## config.mk

```make
export PLATFORM = sky130hd
export DESIGN_NAME = r_beat_fifo
export DESIGN_NICKNAME = d
export VERILOG_FILES = /design/src/rtl/rob_pkg.sv /design/src/rtl/r_beat_fifo.sv
export SDC_FILE = /design/constraint.sdc
export NUM_CORES = 1
export LEC_CHECK = 0
export CAP_MARGIN = 40
export CORE_ASPECT_RATIO = 1.2
export CORE_MARGIN = 4
export CORE_UTILIZATION = 23
export DETAILED_ROUTE_END_ITERATION = 6
export GPL_TIMING_DRIVEN = 0
export PLACE_DENSITY = 0.43
export SYNTH_ARGS = -nofsm -noshare
export SYNTH_HDL_FRONTEND = slang
export SYNTH_SLANG_ARGS = --single-unit
```

## constraint.sdc

```tcl
create_clock -name clk -period 18.44 [get_ports clk]
set_input_delay 3.688 -clock clk [delete_from_list [all_inputs] [get_ports clk]]
set_output_delay 3.688 -clock clk [all_outputs]
set_load 0.05 [all_outputs]
```

## src/rtl/rob_pkg.sv

```systemverilog
// rob_pkg: shared definitions for the read-data path into the reorder buffer.
//   R_*_WIDTH : default field widths of an AXI R beat
//   r_beat_t  : packed R beat {id, data, resp, last, tagid} at default widths
package rob_pkg;

  localparam int R_ID_WIDTH   = 4;
  localparam int R_DATA_WIDTH = 64;
  localparam int R_RESP_WIDTH = 2;
  localparam int R_TAG_WIDTH  = 4;

  typedef struct packed {
    logic [R_ID_WIDTH-1:0]   id;
    logic [R_DATA_WIDTH-1:0] data;
    logic [R_RESP_WIDTH-1:0] resp;
    logic                    last;
    logic [R_TAG_WIDTH-1:0]  tagid;
  } r_beat_t;

endpackage

```

## src/rtl/r_beat_fifo.sv

```systemverilog
// r_beat_fifo: circular buffer of AXI R beats between the R-channel source and
// the reorder buffer. With PACKET_MODE=1, beats are held back until a complete
// burst is stored, or until the buffer is full.
//   clk, rst                          clock, asynchronous active-high reset
//   s_valid/s_ready + s_* fields      input beat handshake and payload
//   m_valid/m_ready + m_* fields      head beat handshake and payload
//   count                             beats currently stored
//   bursts                            stored beats carrying last (complete bursts)
module r_beat_fifo
  import rob_pkg::*;
#(
  parameter int ID_WIDTH    = R_ID_WIDTH,
  parameter int DATA_WIDTH  = R_DATA_WIDTH,
  parameter int RESP_WIDTH  = R_RESP_WIDTH,
  parameter int TAG_WIDTH   = R_TAG_WIDTH,
  parameter int DEPTH       = 4,
  parameter int PACKET_MODE = 0,
  localparam int CW         = $clog2(DEPTH + 1),
  localparam int PW         = $clog2(DEPTH)
) (
  input  logic                  clk,
  input  logic                  rst,
  input  logic                  s_valid,
  input  logic [ID_WIDTH-1:0]   s_id,
  input  logic [DATA_WIDTH-1:0] s_data,
  input  logic [RESP_WIDTH-1:0] s_resp,
  input  logic                  s_last,
  input  logic [TAG_WIDTH-1:0]  s_tagid,
  output logic                  s_ready,
  output logic                  m_valid,
  output logic [ID_WIDTH-1:0]   m_id,
  output logic [DATA_WIDTH-1:0] m_data,
  output logic [RESP_WIDTH-1:0] m_resp,
  output logic                  m_last,
  output logic [TAG_WIDTH-1:0]  m_tagid,
  input  logic                  m_ready,
  output logic [CW-1:0]         count,
  output logic [CW-1:0]         bursts
);

  // Same layout as rob_pkg::r_beat_t, but sized by this instance's parameters.
  typedef struct packed {
    logic [ID_WIDTH-1:0]   id;
    logic [DATA_WIDTH-1:0] data;
    logic [RESP_WIDTH-1:0] resp;
    logic                  last;
    logic [TAG_WIDTH-1:0]  tagid;
  } beat_t;

  beat_t           mem_q [DEPTH];
  logic [PW-1:0]   wr_ptr_q, wr_ptr_d;
  logic [PW-1:0]   rd_ptr_q, rd_ptr_d;
  logic [CW-1:0]   count_q, count_d;
  logic [CW-1:0]   bursts_q, bursts_d;
  beat_t           head_s;
  beat_t           in_s;
  logic            full_s;
  logic            push_s;
  logic            pop_s;

  assign head_s = mem_q[rd_ptr_q];
  assign in_s   = '{id: s_id, data: s_data, resp: s_resp, last: s_last, tagid: s_tagid};
  assign full_s = (count_q == CW'(DEPTH));

  // Readiness depends only on stored state, so there is no path from m_ready.
  assign s_ready = !rst && !full_s;

  // The full override lets a burst longer than DEPTH drain instead of deadlocking.
  assign m_valid = (count_q != '0) &&
                   ((PACKET_MODE == 0) || (bursts_q != '0) || full_s);

  assign push_s  = s_valid && s_ready;
  assign pop_s   = m_valid && m_ready;

  assign m_id    = head_s.id;
  assign m_data  = head_s.data;
  assign m_resp  = head_s.resp;
  assign m_last  = head_s.last;
  assign m_tagid = head_s.tagid;
  assign count   = count_q;
  assign bursts  = bursts_q;

  // Next-state for pointers, occupancy and complete-burst tally.
  always_comb begin
    wr_ptr_d = wr_ptr_q;
    rd_ptr_d = rd_ptr_q;
    count_d  = count_q;
    bursts_d = bursts_q;
    if (push_s) begin
      wr_ptr_d = wr_ptr_q + PW'(1);
    end else begin
      wr_ptr_d = wr_ptr_q;
    end
    if (pop_s) begin
      rd_ptr_d = rd_ptr_q + PW'(1);
    end else begin
      rd_ptr_d = rd_ptr_q;
    end
    case ({push_s, pop_s})
      2'b10:   count_d = count_q + CW'(1);
      2'b01:   count_d = count_q - CW'(1);
      default: count_d = count_q;
    endcase
    case ({push_s && s_last, pop_s && head_s.last})
      2'b10:   bursts_d = bursts_q + CW'(1);
      2'b01:   bursts_d = bursts_q - CW'(1);
      default: bursts_d = bursts_q;
    endcase
  end

  // Control state registers.
  always_ff @(posedge clk or posedge rst) begin
    if (rst) begin
      wr_ptr_q <= '0;
      rd_ptr_q <= '0;
      count_q  <= '0;
      bursts_q <= '0;
    end else begin
      wr_ptr_q <= wr_ptr_d;
      rd_ptr_q <= rd_ptr_d;
      count_q  <= count_d;
      bursts_q <= bursts_d;
    end
  end

  // Beat storage; cleared on reset so the idle head reads as all zeros.
  always_ff @(posedge clk or posedge rst) begin
    if (rst) begin
      for (int i = 0; i < DEPTH; i++) begin
        mem_q[i] <= '0;
      end
    end else if (push_s) begin
      mem_q[wr_ptr_q] <= in_s;
    end
  end

endmodule

```

[After elaboration in Yosys (flattened, before gate mapping)]
Index checks and enable logic that the tools add are counted.
Storage, ports and cells
  bits in registers: 310
  input bits: 79
  word-level logic and storage cells: 59
Operators by class
  $add $sub $neg: 6
  magnitude comparators: 3
  equality and inequality tests: 5
  muxes and demuxes: 8
  bitwise logic cells: 2
  reduce and logical (&&, ||, !) cells: 11
Operators by type and width (number)
  bitwise mux 300 bit: 1
  two-way mux 75 bit: 3
  binary-select mux 75 bit (select 2 bit): 1
  demux 75 bit (select 2 bit): 1
  case mux 3 bit (2 select lines): 2
  adder 3 x 1 -> 3 bit, second input constant: 2
  >= comparator 3 bit, second input constant: 2
  logical AND 1 bit: 6
  inverter 2 -> 3 bit: 2
  subtractor 3 x 1 -> 3 bit, second input constant: 2
  adder 2 x 1 -> 2 bit, second input constant: 2
  == test 2 x 1 -> 1 bit, second input constant: 2
  == test 2 bit, second input constant: 2
  nonzero test 2 bit: 2
  == test 3 bit, second input constant: 1
  < comparator 3 x 1 -> 1 bit, second input constant: 1
  nonzero test 3 bit: 1
  logical NOT 1 bit: 2

[Logic depth before layout (Yosys ltp)]
  depth in word-level cells: 7
  gate-level depth with buffers: 9
  gate-level depth less buffers: 9

[Worst setup path after synthesis]
Ideal clock, no wire load.
  kind: input to output
  from: input port rst
  to: output port s_ready
  arrival time: 4.342 ns
  data required time: 14.752 ns
  setup slack: 10.410 ns
  cell stages on the path: 1
  cells stage by stage: nor2_1
On the way
  longest elaborated chain between the ends: 2
Ends and longest elaborated chain
  start: declaration: RTL line r_beat_fifo.sv:22  | input logic rst,
  logical NOT 1 bit (no source line)
  logical AND 1 bit: RTL line r_beat_fifo.sv:66  | assign s_ready = !rst && !full_s;
  end: declaration: RTL line r_beat_fifo.sv:29  | output logic s_ready,
No other way between the ends.

[Worst setup path after layout]
Ends and elaborated chain as after synthesis.

==> key figures <==
Clocking
  – Worst-skew pair later-pin latency: 0.54 ns
  – Longest Clk Path Bufs: 3
  – Reg clk slew, reported paths: 0.06 ns
  – CTS root buf: clkbuf_16
  – CTS Sinks: 310
  – Htree depth: 2
  – Post-cts sizing count: 0
  – CTS tree: built
  – Postcts setup bufs: 0
  – Hold Buf Count CTS: 0
  – Number of CTS-inserted buffers: 38

Placed design
  – GP Congestion: 0.682
  – Port bufs: 161
  – DP HPWL: 22900 um

Die
  – Core Area: 58400 um2
  – Initial Utilization: 0.232
  – Die Width: 229 um
  – Rows: 97
  – I/O Pins: 162
  – Die height: 274 um
  – Die Footprint: 62800 um2

Yosys
  – Avg Inst Size Synth: 17.4 um2
  – Post-Synth Adder-Cell Area: 0.00850
  – Largest family of logic cells by synthesized area: multiplexers
  – Area leader, netlist: dfrtp_1
  – Seq/Total Area, Yosys: 0.573
  – Register bit total from synthesis: 310
  – Netlist cell types: 20
  – Top cell type's share of synthesized area: 0.573
  – Yosys Warn Count: 0
  – Fraction of the mapped netlist area in simple logic gates: 0.00638
  – Cell count after synthesis: 779
  – Synth top area cells: dfrtp_1 (57%), mux2_2 (25%), mux4_2 (12%), buf_6 (1.7%), buf_2 (0.92%)
  – Post-synthesis cell area: 13500 um2
  – Syn_nets: 866
  – XOR/XNOR Fraction of Synth Area: 0.00582
  – Compound-gate portion of the synthesized area: 0.000647
  – Post-synthesis mux area share: 0.377

Drt
  – Antenna Nets Post-Route: 0
  – Vias per inst: 4.15
  – Routed WL per cell: 19.2 um
  – DRT iter0 DRCs: 239
  – Routed wire length: 34600 um
  – DR vias: 7478
  – # DRC: 0
  – 1st-pass router iterations: 4

Setup path
  – R2R setup slack: 15.94 ns
  – R2R cell count: 8
  – Reg-to-Reg End: bursts[2]
  – Data arrival, critical path: 5.32 ns
  – Worst EP required: 14.75 ns
  – Worst Setup SP: rst
  – Crit start category: input pin
  – Reg-to-Reg Start: rd_ptr_q[1]
  – Max Fanout on Critical Path: 7
  – Critical path endpoint category: output pin
  – Worst Setup Path Type: input pin to output pin
  – Critical path endpoint: s_ready

STA
  – Clock skew: 0.0266 ns
  – Slew @ Worst Pin: 0.804 ns
  – Final worst-path cycle share: 0.489
  – Setup TNS: 0 ns
  – Final hold vios: 0
  – Max-slew violation count: 0
  – Post-layout minimum cycle time: 9.01 ns
  – RSZ-0062 raised after global routing: no
  – Finish-stage setup viols: 0
  – Max_slew headroom: 0.464
  – Max Clock Freq: 111 MHz

Global route
  – Initial antenna violation count: 2
  – All-Layer GR Usage: 0.112
  – Largest net degree at the start of global routing: 110
  – GR Overflow Total: 0
  – Vias in the first global route: 8560
  – First-pass GRT wire length: 54100 um

Cells and area
  – Area delta synth->final: 28.9%
  – Area occupied by multi-input gates: 5390 um2
  – Fin nets: 1070
  – Share of cells above drive strength 1: 0.480
  – Commonest non-fill, non-tap cell in the layout: dfrtp_1
  – Most frequent cells in the layout: dfrtp_1 (310), mux2_2 (302), clkdlybuf4s50_1 (161), mux4_2 (75), clkbuf_16 (39)
  – # fillers: 5818
  – Seq. cell area: 7760 um2
  – # diodes: 0

Job
  – Total of max-cap violations: 0

Min path
  – Worst hold path type: flip-flop to flip-flop

Status
  – Status: finished, final reports clean
==> synth_stat cells <==
library cell and instances:
mux2i_1 1, nor3b_2 1, dfrtp_1 310, inv_1 7, buf_2 25, nor3b_1 1
o31a_1 1, xnor2_1 5, buf_6 20, nor2_1 3, nand2_1 6, nor3_1 4
xor2_1 4, clkbuf_1 4, or3_1 1, ha_1 6, and2_1 1, mux2_2 302
fa_1 2, mux4_2 75
==> cell type report <==
class	instances	area share
flip-flops and latches	310	0.445
multi-input cells	413	0.309
repair buffers	164	0.0962
clock buffers	59	0.0660
well taps	792	0.0568
plain buffers	49	0.0209
clock inverters	10	0.00480
inverters	7	0.00194
==> kinds of logic after synthesis <==
| family | Yosys count |
|---|---|
| AO/OA/AOI/OAI | 1 |
| XOR/XNOR | 9 |
| adder cells (fa/ha/maj) | 8 |
| buffers and inverters | 56 |
| flip-flops | 310 |
| multiplexers | 378 |
| AND/OR/NAND/NOR | 17 |
==> worst max-delay path, cell delays in order <==
cell and delay, ns:
clkdlybuf4s50_1 0.61, nor2_1 0.20, clkdlybuf4s50_1 0.82
==> routing by layer <==
layer | share of wire | wire length, um | GRT usage | vias up
li1 | - | - | - | 3307
met3 | 0.050 | 1750 | 0.0305 | 52
met5 | 0.00098 | 34 | 0 | -
met1 | 0.43 | 15000 | 0.142 | 3983
met4 | 0.022 | 763 | 0.0304 | 4
met2 | 0.49 | 17000 | 0.188 | 132
==> through the flow <==
stage / hold slack, ns / utilization / instances / worst slack, ns / instance area, um2
after floorplan: 0.475 / - / 779 / 6.18 / 13500
after global placement: 0.454 / 0.276 / 1732 / 1.34 / 16100
after detailed placement: 0.461 / 0.278 / 1735 / 9.43 / 16200
after CTS: 0.468 / 0.299 / 1804 / 9.42 / 17400
after global routing: 0.494 / 0.299 / 1804 / 9.37 / 17400
final: 0.465 / 0.299 / 1804 / 9.43 / 17400
==> registers in the layout, indices dropped and copies added, names as in the netlist <==
signal and cells:
mem_q 300, bursts 3, count 3, rd_ptr_q 2, wr_ptr_q 2
==> worst min-delay path by stage <==
| stage | start | to | slack [ns] | cells after the start |
|---|---|---|---|---|
| 5_1_grt | bursts[2] | bursts[2] | 0.49 | 1 |
| 3_5_place_dp | bursts[2] | bursts[2] | 0.46 | 1 |
| 3_3_place_gp | bursts[2] | bursts[2] | 0.45 | 1 |
| 4_1_cts | bursts[2] | bursts[2] | 0.47 | 1 |
| 2_1_floorplan | mem_q[100] | mem_q[100] | 0.48 | 1 |
| 6_report | bursts[2] | bursts[2] | 0.46 | 1 |
Power is left out: the tool's default activity adds up to more than one toggle a clock period on the data nets, which glitch-free logic cannot reach.
